==> src/rtl/multi_cycle_control_unit.sv <==
// rtl/multi_cycle_control_unit.sv - RV32I multi-cycle control FSM with bounded memory waits
// Define ILLEGAL_TRAP_EN to trap on unrecognised opcodes; otherwise they retire as NOPs.
module multi_cycle_control_unit #(
  parameter int ALU_CTRL_W   = 4,
  parameter int WAIT_TIMEOUT = 255,
  parameter int TO_CNT_W     = 8
) (
  input  logic                  clk,
  input  logic                  reset,
  input  logic [31:0]           instrCode,
  input  logic                  imemReady,
  input  logic                  dmemReady,
  output logic                  imemReq,
  output logic                  irLoad,
  output logic                  pcEn,
  output logic                  regFileWe,
  output logic                  aluSrcSel,
  output logic [ALU_CTRL_W-1:0] aluControl,
  output logic [2:0]            rfWdSel,
  output logic [1:0]            pcSrcSel,
  output logic                  branch,
  output logic                  dataRe,
  output logic                  dataWe,
  output logic                  illegalInstr,
  output logic                  busError
);

  typedef enum logic [2:0] {
    S_FETCH, S_DECODE, S_EXECUTE, S_MEM, S_WB, S_TRAP
  } state_t;

  localparam logic [6:0] OP_R      = 7'b0110011;
  localparam logic [6:0] OP_I      = 7'b0010011;
  localparam logic [6:0] OP_LOAD   = 7'b0000011;
  localparam logic [6:0] OP_STORE  = 7'b0100011;
  localparam logic [6:0] OP_BRANCH = 7'b1100011;
  localparam logic [6:0] OP_LUI    = 7'b0110111;
  localparam logic [6:0] OP_AUIPC  = 7'b0010111;
  localparam logic [6:0] OP_JAL    = 7'b1101111;
  localparam logic [6:0] OP_JALR   = 7'b1100111;

  localparam logic [3:0] ALU_ADD  = 4'd0;
  localparam logic [3:0] ALU_SUB  = 4'd1;
  localparam logic [3:0] ALU_SLL  = 4'd2;
  localparam logic [3:0] ALU_SRL  = 4'd3;
  localparam logic [3:0] ALU_SRA  = 4'd4;
  localparam logic [3:0] ALU_SLT  = 4'd5;
  localparam logic [3:0] ALU_SLTU = 4'd6;
  localparam logic [3:0] ALU_XOR  = 4'd7;
  localparam logic [3:0] ALU_OR   = 4'd8;
  localparam logic [3:0] ALU_AND  = 4'd9;

  state_t              state_q, state_d;
  logic [TO_CNT_W-1:0] wait_cnt_q, wait_cnt_d;
  logic                bus_error_q, bus_error_d;
  logic                illegal_q, illegal_d;

  logic [6:0] opcode;
  logic [2:0] funct3;
  logic       is_r, is_i, is_load, is_store, is_branch, is_lui, is_auipc, is_jal, is_jalr;
  logic       known, waiting, timeout;
  logic [3:0] alu_sel, alu_op;
  logic       unused_instr_bits;

  assign opcode    = instrCode[6:0];
  assign funct3    = instrCode[14:12];
  assign is_r      = (opcode == OP_R);
  assign is_i      = (opcode == OP_I);
  assign is_load   = (opcode == OP_LOAD);
  assign is_store  = (opcode == OP_STORE);
  assign is_branch = (opcode == OP_BRANCH);
  assign is_lui    = (opcode == OP_LUI);
  assign is_auipc  = (opcode == OP_AUIPC);
  assign is_jal    = (opcode == OP_JAL);
  assign is_jalr   = (opcode == OP_JALR);
  assign known     = is_r | is_i | is_load | is_store | is_branch |
                     is_lui | is_auipc | is_jal | is_jalr;
  assign unused_instr_bits = ^{instrCode[31], instrCode[29:15], instrCode[11:7]};

  // The counter sits at WAIT_TIMEOUT only on the last cycle a late ready can still rescue.
  assign waiting = ((state_q == S_FETCH) && !imemReady) || ((state_q == S_MEM) && !dmemReady);
  assign timeout = (WAIT_TIMEOUT != 0) && waiting && (wait_cnt_q == TO_CNT_W'(WAIT_TIMEOUT));

  always_comb begin
    alu_sel = {1'b0, funct3};
    if (is_r || (is_i && funct3 == 3'b101))
      alu_sel = {instrCode[30], funct3};
    alu_op = ALU_ADD;
    if (is_r || is_i) begin
      case (alu_sel)
        4'b0_000: alu_op = ALU_ADD;
        4'b1_000: alu_op = ALU_SUB;
        4'b0_001: alu_op = ALU_SLL;
        4'b0_101: alu_op = ALU_SRL;
        4'b1_101: alu_op = ALU_SRA;
        4'b0_010: alu_op = ALU_SLT;
        4'b0_011: alu_op = ALU_SLTU;
        4'b0_100: alu_op = ALU_XOR;
        4'b0_110: alu_op = ALU_OR;
        4'b0_111: alu_op = ALU_AND;
        default:  alu_op = ALU_ADD;
      endcase
    end else if (is_branch) begin
      alu_op = ALU_SUB;
    end
  end

  always_ff @(posedge clk or posedge reset) begin
    if (reset) begin
      state_q     <= S_FETCH;
      wait_cnt_q  <= '0;
      bus_error_q <= 1'b0;
      illegal_q   <= 1'b0;
    end else begin
      state_q     <= state_d;
      wait_cnt_q  <= wait_cnt_d;
      bus_error_q <= bus_error_d;
      illegal_q   <= illegal_d;
    end
  end

  always_comb begin
    state_d     = state_q;
    bus_error_d = bus_error_q;
    illegal_d   = illegal_q;
    case (state_q)
      S_FETCH: begin
        if (imemReady) begin
          state_d = S_DECODE;
        end else if (timeout) begin
          state_d     = S_TRAP;
          bus_error_d = 1'b1;
        end
      end
      S_DECODE: begin
        if (known) begin
          state_d = S_EXECUTE;
        end else begin
`ifdef ILLEGAL_TRAP_EN
          state_d   = S_TRAP;
          illegal_d = 1'b1;
`else
          state_d   = S_FETCH;
`endif
        end
      end
      S_EXECUTE: begin
        if (is_load || is_store) state_d = S_MEM;
        else if (is_branch)      state_d = S_FETCH;
        else                     state_d = S_WB;
      end
      S_MEM: begin
        if (dmemReady) begin
          state_d = is_load ? S_WB : S_FETCH;
        end else if (timeout) begin
          state_d     = S_TRAP;
          bus_error_d = 1'b1;
        end
      end
      S_WB:    state_d = S_FETCH;
      S_TRAP:  state_d = S_TRAP;
      default: state_d = S_FETCH;
    endcase
    wait_cnt_d = (waiting && state_d == state_q) ? wait_cnt_q + TO_CNT_W'(1) : '0;
  end

  always_comb begin
    imemReq    = 1'b0;
    irLoad     = 1'b0;
    pcEn       = 1'b0;
    regFileWe  = 1'b0;
    aluSrcSel  = 1'b0;
    aluControl = '0;
    rfWdSel    = 3'd0;
    pcSrcSel   = 2'd0;
    branch     = 1'b0;
    dataRe     = 1'b0;
    dataWe     = 1'b0;
    case (state_q)
      S_FETCH: begin
        imemReq = 1'b1;
        irLoad  = imemReady && !reset;
      end
      S_DECODE: begin
`ifndef ILLEGAL_TRAP_EN
        pcEn = !known;
`endif
      end
      S_EXECUTE: begin
        aluControl = ALU_CTRL_W'(alu_op);
        aluSrcSel  = is_load | is_store | is_i | is_jalr;
        if (is_branch) begin
          branch   = 1'b1;
          pcSrcSel = 2'd1;
          pcEn     = 1'b1;
        end
      end
      S_MEM: begin
        aluControl = ALU_CTRL_W'(alu_op);
        dataRe     = is_load;
        dataWe     = is_store;
        pcEn       = is_store && dmemReady;
      end
      S_WB: begin
        aluControl = ALU_CTRL_W'(alu_op);
        regFileWe  = 1'b1;
        pcEn       = 1'b1;
        if (is_load)                rfWdSel = 3'd1;
        else if (is_lui)            rfWdSel = 3'd2;
        else if (is_jal || is_jalr) rfWdSel = 3'd3;
        else if (is_auipc)          rfWdSel = 3'd4;
        if (is_jal)       pcSrcSel = 2'd1;
        else if (is_jalr) pcSrcSel = 2'd2;
      end
      default: ;
    endcase
  end

  assign illegalInstr = illegal_q;
  assign busError     = bus_error_q;

endmodule

==> config.mk <==
export PLATFORM = sky130hd
export DESIGN_NAME = multi_cycle_control_unit
export DESIGN_NICKNAME = d
export VERILOG_FILES = /design/src/rtl/multi_cycle_control_unit.sv
export SDC_FILE = /design/constraint.sdc
export NUM_CORES = 1
export LEC_CHECK = 0
export CORE_ASPECT_RATIO = 0.9
export CORE_MARGIN = 8
export CORE_UTILIZATION = 30
export DETAILED_ROUTE_END_ITERATION = 8
export HOLD_SLACK_MARGIN = 0.03
export PLACE_DENSITY = 0.72
export SETUP_SLACK_MARGIN = 0.2
export SYNTH_ARGS = -nofsm -noshare
export SYNTH_HDL_FRONTEND = slang
export SYNTH_SLANG_ARGS = --single-unit
export TNS_END_PERCENT = 20
==> constraint.sdc <==
create_clock -name clk -period 4.04 [get_ports clk]
set_input_delay 1.01 -clock clk [delete_from_list [all_inputs] [get_ports clk]]
set_output_delay 1.01 -clock clk [all_outputs]
set_load 0.03 [all_outputs]
# After elaboration in Yosys (flattened, before gate mapping)
# Memory sizes are Yosys's and may differ from the RTL's.
# Index checks and enable logic that the tools add are counted.
[op_classes]
bitwise_logic = 11
mux = 35
n_eq_ne = 19
addsub = 1
reduce_logical = 20
[ops]
columns = ["cell", "count"]
rows = [
  ["two-way mux 3 bit", 11],
  ["== test 7 x 6 -> 1 bit, second input constant", 3],
  ["== test 7 bit, second input constant", 3],
  ["case mux 3 bit (5 select lines)", 1],
  ["== test 7 x 5 -> 1 bit, second input constant", 2],
  ["two-way mux 1 bit", 13],
  ["two-way mux 4 bit", 3],
  ["bitwise OR 1 bit", 11],
  ["== test 3 bit, second input constant", 3],
  ["adder 8 x 1 -> 8 bit, second input constant", 1],
  ["== test 8 bit, second input constant", 1],
  ["two-way mux 8 bit", 1],
  ["== test 7 x 2 -> 1 bit, second input constant", 1],
  ["logical AND 1 bit", 7],
  ["== test 3 x 2 -> 1 bit, second input constant", 2],
  ["two-way mux 2 bit", 3],
  ["logical OR 1 bit", 5],
  ["zero test 1 bit", 4],
  ["!= test 2 bit, second input constant", 2],
  ["case mux 1 bit (4 select lines)", 1],
  ["case mux 2 bit (2 select lines)", 1],
  ["== test 3 x 1 -> 1 bit, second input constant", 1],
  ["== test 3 bit", 1],
  ["zero test 3 bit", 1],
  ["other kinds (4)", 4],
]
[totals]
output_inout_bits = 19
memories = 1
mem_bits_ro = 64
reg_bits = 12
wordCells = 90
in_bits = 36
[mem_list]
columns = ["name", "depth", "width", "rd", "rd_ports_with_merged_regs", "wr", "line_no", "rtl"]
rows = [
  ["(no name shown)", 16, 4, 1, 0, 0, "90", "case (alu_sel)"],
]

# Longest topological paths before layout
[depth]
word_depth = 14
mapped_depth = 7
mapped_depth_nobuf = 6

# Worst setup path after synthesis
# No wires, ideal clock.
[synth_timing]
kind = "input port to output port"
start = "input port instrCode[3]"
end = "output port pcEn"
required_ns = 3.030
n_path_buf = 1
arrival_ns = 2.906
path_stages = 6
setup_slack_ns = 0.124
path_cell_list = "buf_2 > nand4bb_4 > or3_4 > nor3_1 > a211oi_1 > nand2_1"
[synth_between]
elab_chain_cells = 11
word_cells_on_any_way = 21
cone_classes = "9 x eq/ne; 2 x mux; 8 x bitwise; 2 x reduce/logical"
[synth_rtl]
columns = ["element", "line_no", "rtl"]
rows = [
  ["start, declared", "10", "input logic [31:0] instrCode,"],
  ["== test 7 x 6 -> 1 bit / == test 7 x 5 -> 1 bit (equally long branches)", "67, 68", ""],
  ["bitwise OR 1 bit (5 in series)", "76", "assign known = is_r | is_i | is_load | is_store | is_branch |"],
  ["bitwise OR 1 bit (3 in series)", "77", "is_lui | is_auipc | is_jal | is_jalr;"],
  ["zero test 1 bit", "186", "pcEn = !known;"],
  ["case mux 1 bit (4 select lines) *", "179", "case (state_q)"],
  ["end, declared", "15", "output logic pcEn,"],
]
# Mark *: on every way between the ends. The rest lies on a longest branch, timed or not.

# Worst setup path in the final report
[layout_timing]
start = "input port instrCode[5]"
end = "output port pcSrcSel[1]"
[layout_between]
elab_chain_cells = 4
word_cells_on_any_way = 5
cone_classes = "2 x eq/ne; 3 x mux"
[layout_rtl]
columns = ["element", "line_no", "rtl"]
rows = [
  ["== test 7 bit", "75", "assign is_jalr = (opcode == OP_JALR);"],
  ["two-way mux 2 bit", "213", "else if (is_jalr) pcSrcSel = 2'd2;"],
  ["two-way mux 2 bit *", "212", "if (is_jal) pcSrcSel = 2'd1;"],
  ["case mux 2 bit (2 select lines) *", "179", ""],
  ["end, declared", "20", "output logic [1:0] pcSrcSel,"],
]
# Marks and branches as above.

==> impl_metrics.csv <==
group,metric,value,unit
placement,place.gp.congestion,0.849,
timing,fin_ws,0.188,ns
die,fp.dieH,73.2,um
clocking,path_clk_slew,0.05,ns
power_and_ir_drop,p_leak,0.000618,uW
global_route,global_route_wire_length_before_repair,4840,um
die,die_area,5830,um^2
clocking,post_cts_hold_buffer_count,0,
synthesis,post_synth.cell_area_avg,8.15,um^2
global_route,number_of_global_route_vias_before_repair,1009,
finish,final_net_count,206,
drt,drt_pre_antenna_iters,4,
critical_path,regToRegStartpoint,"wait_cnt_q[0]$_DFF_PP0_",
synthesis,synth_seq_cells,12,
synthesis,synth-main-ff-cell,"sky130_fd_sc_hd__dfrtp_1",
critical_path,critPathLaunch,"instrCode[5]",
critical_path,end_kind,"primary output",
timing,report.final.hold_viol_count,0,
global_route,total_congestion_overflow_after_global_routing,0,
finish,post_route_cells_drive_above_1_share,19.2,%
global_route,grt_start_max_net_pins,13,
drt,drcViolationCount,0,
die,fp.dieW,79.6,um
critical_path,cp_data_required_time,3.03,ns
synthesis,syn-cell-area,1090,um^2
die,coreArea,3430,um^2
synthesis,synth.top_cells.by_area,"sky130_fd_sc_hd__dfrtp_1 (27%), sky130_fd_sc_hd__nor2_1 (5.2%), sky130_fd_sc_hd__nor3_1 (4.1%), sky130_fd_sc_hd__nand2_1 (3.8%), sky130_fd_sc_hd__a21oi_1 (3.7%)",
clocking,clk_latency,0.24,ns
synthesis,synth_sequential_area_ratio,27.5,%
timing,total_count_of_max_transition_violations_in_the_final_report,0,
placement,dpl.cell_count,208,
run,max_cap_violations,0,
clocking,htreeDepth,1,
drt,viasPerCell,5.15,
global_route,grtUsageTotal,10.3,%
synthesis,ys.warnings.count,0,
finish,stdcell_count,211,
drt,vias,1087,
timing,fin_setup_tns,0,ns
timing,grt_setup_unrepaired,"true",
synthesis,top_area_cell_type_share_of_the_netlist_area,27.5,%
drt,wl_per_cell,14.0,um
placement,dp_slack,0.146,ns
finish,syn2layout_area_growth,36.5,%
synthesis,cell_type_contributing_the_most_total_cell_area_after_synthesis,"sky130_fd_sc_hd__dfrtp_1",
clocking,clock_sink_count,12,
die,std_cell_rows,20,
critical_path,setup.worst_path.start_class,"primary input",
synthesis,asyncSetResetFlopFracSynth,100,%
critical_path,criticalPathCategory,"primary input to primary output",
outcome,status,"finished clean",
timing,final-setup-viol-count,0,
clocking,number_of_cts_inserted_buffers,3,
synthesis,synth-edff-count,0,
min_path,holdCritPathClass,"register to register",
drt,drtAntennaViolNets,0,
power_and_ir_drop,ir_worst_vdd,0.104,mV
synthesis,synthesis.instances,134,
drt,detail_route.wirelength,2950,um
clocking,clk_root_buffer_cell,"sky130_fd_sc_hd__clkbuf_8",
placement,buffer_ports.inserted,32,
timing,achievable-frequency,260,MHz
clocking,clock_tree.buffer_depth,2,
die,floorplan.initialDensity,31.9,%
synthesis,syn_nets,171,
timing,post-route-period-util,95.3,%
die,pin_count,55,
critical_path,cp.arrival,2.84,ns
critical_path,critical_path_fanout_max,9,
finish,n_fill_cell,337,
drt,drtIter0Drc,38,
power_and_ir_drop,power_density,230,nW/um^2
placement,dp_hpwl,2360,um
critical_path,timing.reg2reg.setup_slack,2.02,ns
clocking,tritoncts,"yes",
timing,whs,0.471,ns
finish,insertedDiodeCount,0,
global_route,initial_antenna_violation_count,0,
synthesis,yosysUniqueCellTypes,42,
timing,fin_crit,3.85,ns
min_path,hold_path_startpoint,"busError$_DFFE_PP0P_",
timing,finClkSkew,0.00178,ns
-- kinds of logic (layout without fill, tap and decap cells) --
family | count (synthesis) | count (layout) | synth area share, %
and+or+nand+nor | 68 | 68 | 38.3
AOI/OAI and AO/OA | 29 | 29 | 18.8
buffers and inverters | 15 | 48 | 7.22
DFF | 12 | 12 | 27.5
xor gates and xnor gates | 6 | 6 | 4.81
muxes | 2 | 2 | 1.95
adders and majority gates | 1 | 1 | 1.15
other | 1 | 1 | 0.343
-- per-stage QoR --
stage          area, um^2  util, %  power, uW
6_report             1490     43.5        343
5_1_grt              1490     43.5        361
4_1_cts              1490     43.4        346
3_5_place_dp         1450     42.3        240
3_3_place_gp         1450     42.3        239
2_1_floorplan        1100        -        201
-- cell usage after synthesis (all sizes together) (3+ instances only) --
library cell and count:
nor2 15, dfrtp 12, nand2 11, buf 9, nor3 9, a21oi 8, nor4 7, inv 6
o21ai 6, nand3 5, and3 4, o21bai 4, xnor2 4, a211oi 3, nor2b 3
-- where the power goes --
group	internal, uW	leakage (uW)	switching, uW	total, uW
Combinational	47.0	0.000434	56.4	103
Sequential	126	0.000162	8.81	135
Clock	65.3	0.0000216	39.5	105
Total	239	0.000618	105	343
-- layer usage --
| metal | wire [um] | global-route usage, % | vias to the layer above |
|---|---|---|---|
| met5 | 0 | 0 | - |
| met4 | 13 | 3.08 | 0 |
| met3 | 81 | 1.97 | 4 |
| met2 | 1400 | 16.5 | 18 |
| met1 | 1460 | 13.4 | 510 |
| li1 | - | - | 555 |
-- flip-flops by register name, summed over array words and instances, names as in the netlist --
register and cells:
busError 1, wait_cnt_q 8, state_q 3
-- final cells by class --
| cell class | count | area [um^2] | area share (%) |
|---|---|---|---|
| repair buffers | 39 | 354 | 23.7 |
| multi-input cells | 107 | 718 | 48.2 |
| flip-flops and latches | 12 | 300 | 20.1 |
| clock buffers | 3 | 41.3 | 2.77 |
| well taps | 44 | 55.1 | 3.69 |
| inverters | 6 | 22.5 | 1.51 |
-- critical path: stages --
cell and delay [ns]:
sky130_fd_sc_hd__clkdlybuf4s50_1 0.67, sky130_fd_sc_hd__nand3b_1 0.14, sky130_fd_sc_hd__buf_4 0.17, sky130_fd_sc_hd__nor3_1 0.16, sky130_fd_sc_hd__clkdlybuf4s50_1 0.70
-- final timing paths --
| path | endpoint | cells after the start |
|---|---|---|
| setup reg to reg | wait_cnt_q[7]$_DFF_PP0_ | 6 |
| min in group asynchronous | wait_cnt_q[3]$_DFF_PP0_ | 3 |
| setup / recovery | pcSrcSel[1] | 5 |
| hold / removal | busError$_DFFE_PP0P_ | 1 |
| max in group asynchronous | wait_cnt_q[1]$_DFF_PP0_ | 3 |
| hold reg to reg | busError$_DFFE_PP0P_ | 1 |
-- timing repair --
action / CTS / global route
resized for setup: 1 / 1
setup endpoints to repair: 3 / 8
setup buffers: 0 / 0
-- cells in the final DEF (no fill, tap or decap), types with 4 or more instances in the layout --
master and instances:
sky130_fd_sc_hd__dfrtp_1 12, sky130_fd_sc_hd__nor3_1 8, sky130_fd_sc_hd__inv_1 6, sky130_fd_sc_hd__nor2_1 15, sky130_fd_sc_hd__nand2_1 11, sky130_fd_sc_hd__nand3_1 5
sky130_fd_sc_hd__o21bai_1 4, sky130_fd_sc_hd__buf_4 15, sky130_fd_sc_hd__xnor2_1 4, sky130_fd_sc_hd__nor4_1 4, sky130_fd_sc_hd__a21oi_1 8, sky130_fd_sc_hd__clkdlybuf4s50_1 22
sky130_fd_sc_hd__and3_1 4, sky130_fd_sc_hd__o21ai_0 6
(Power assumes the default switching activity.)
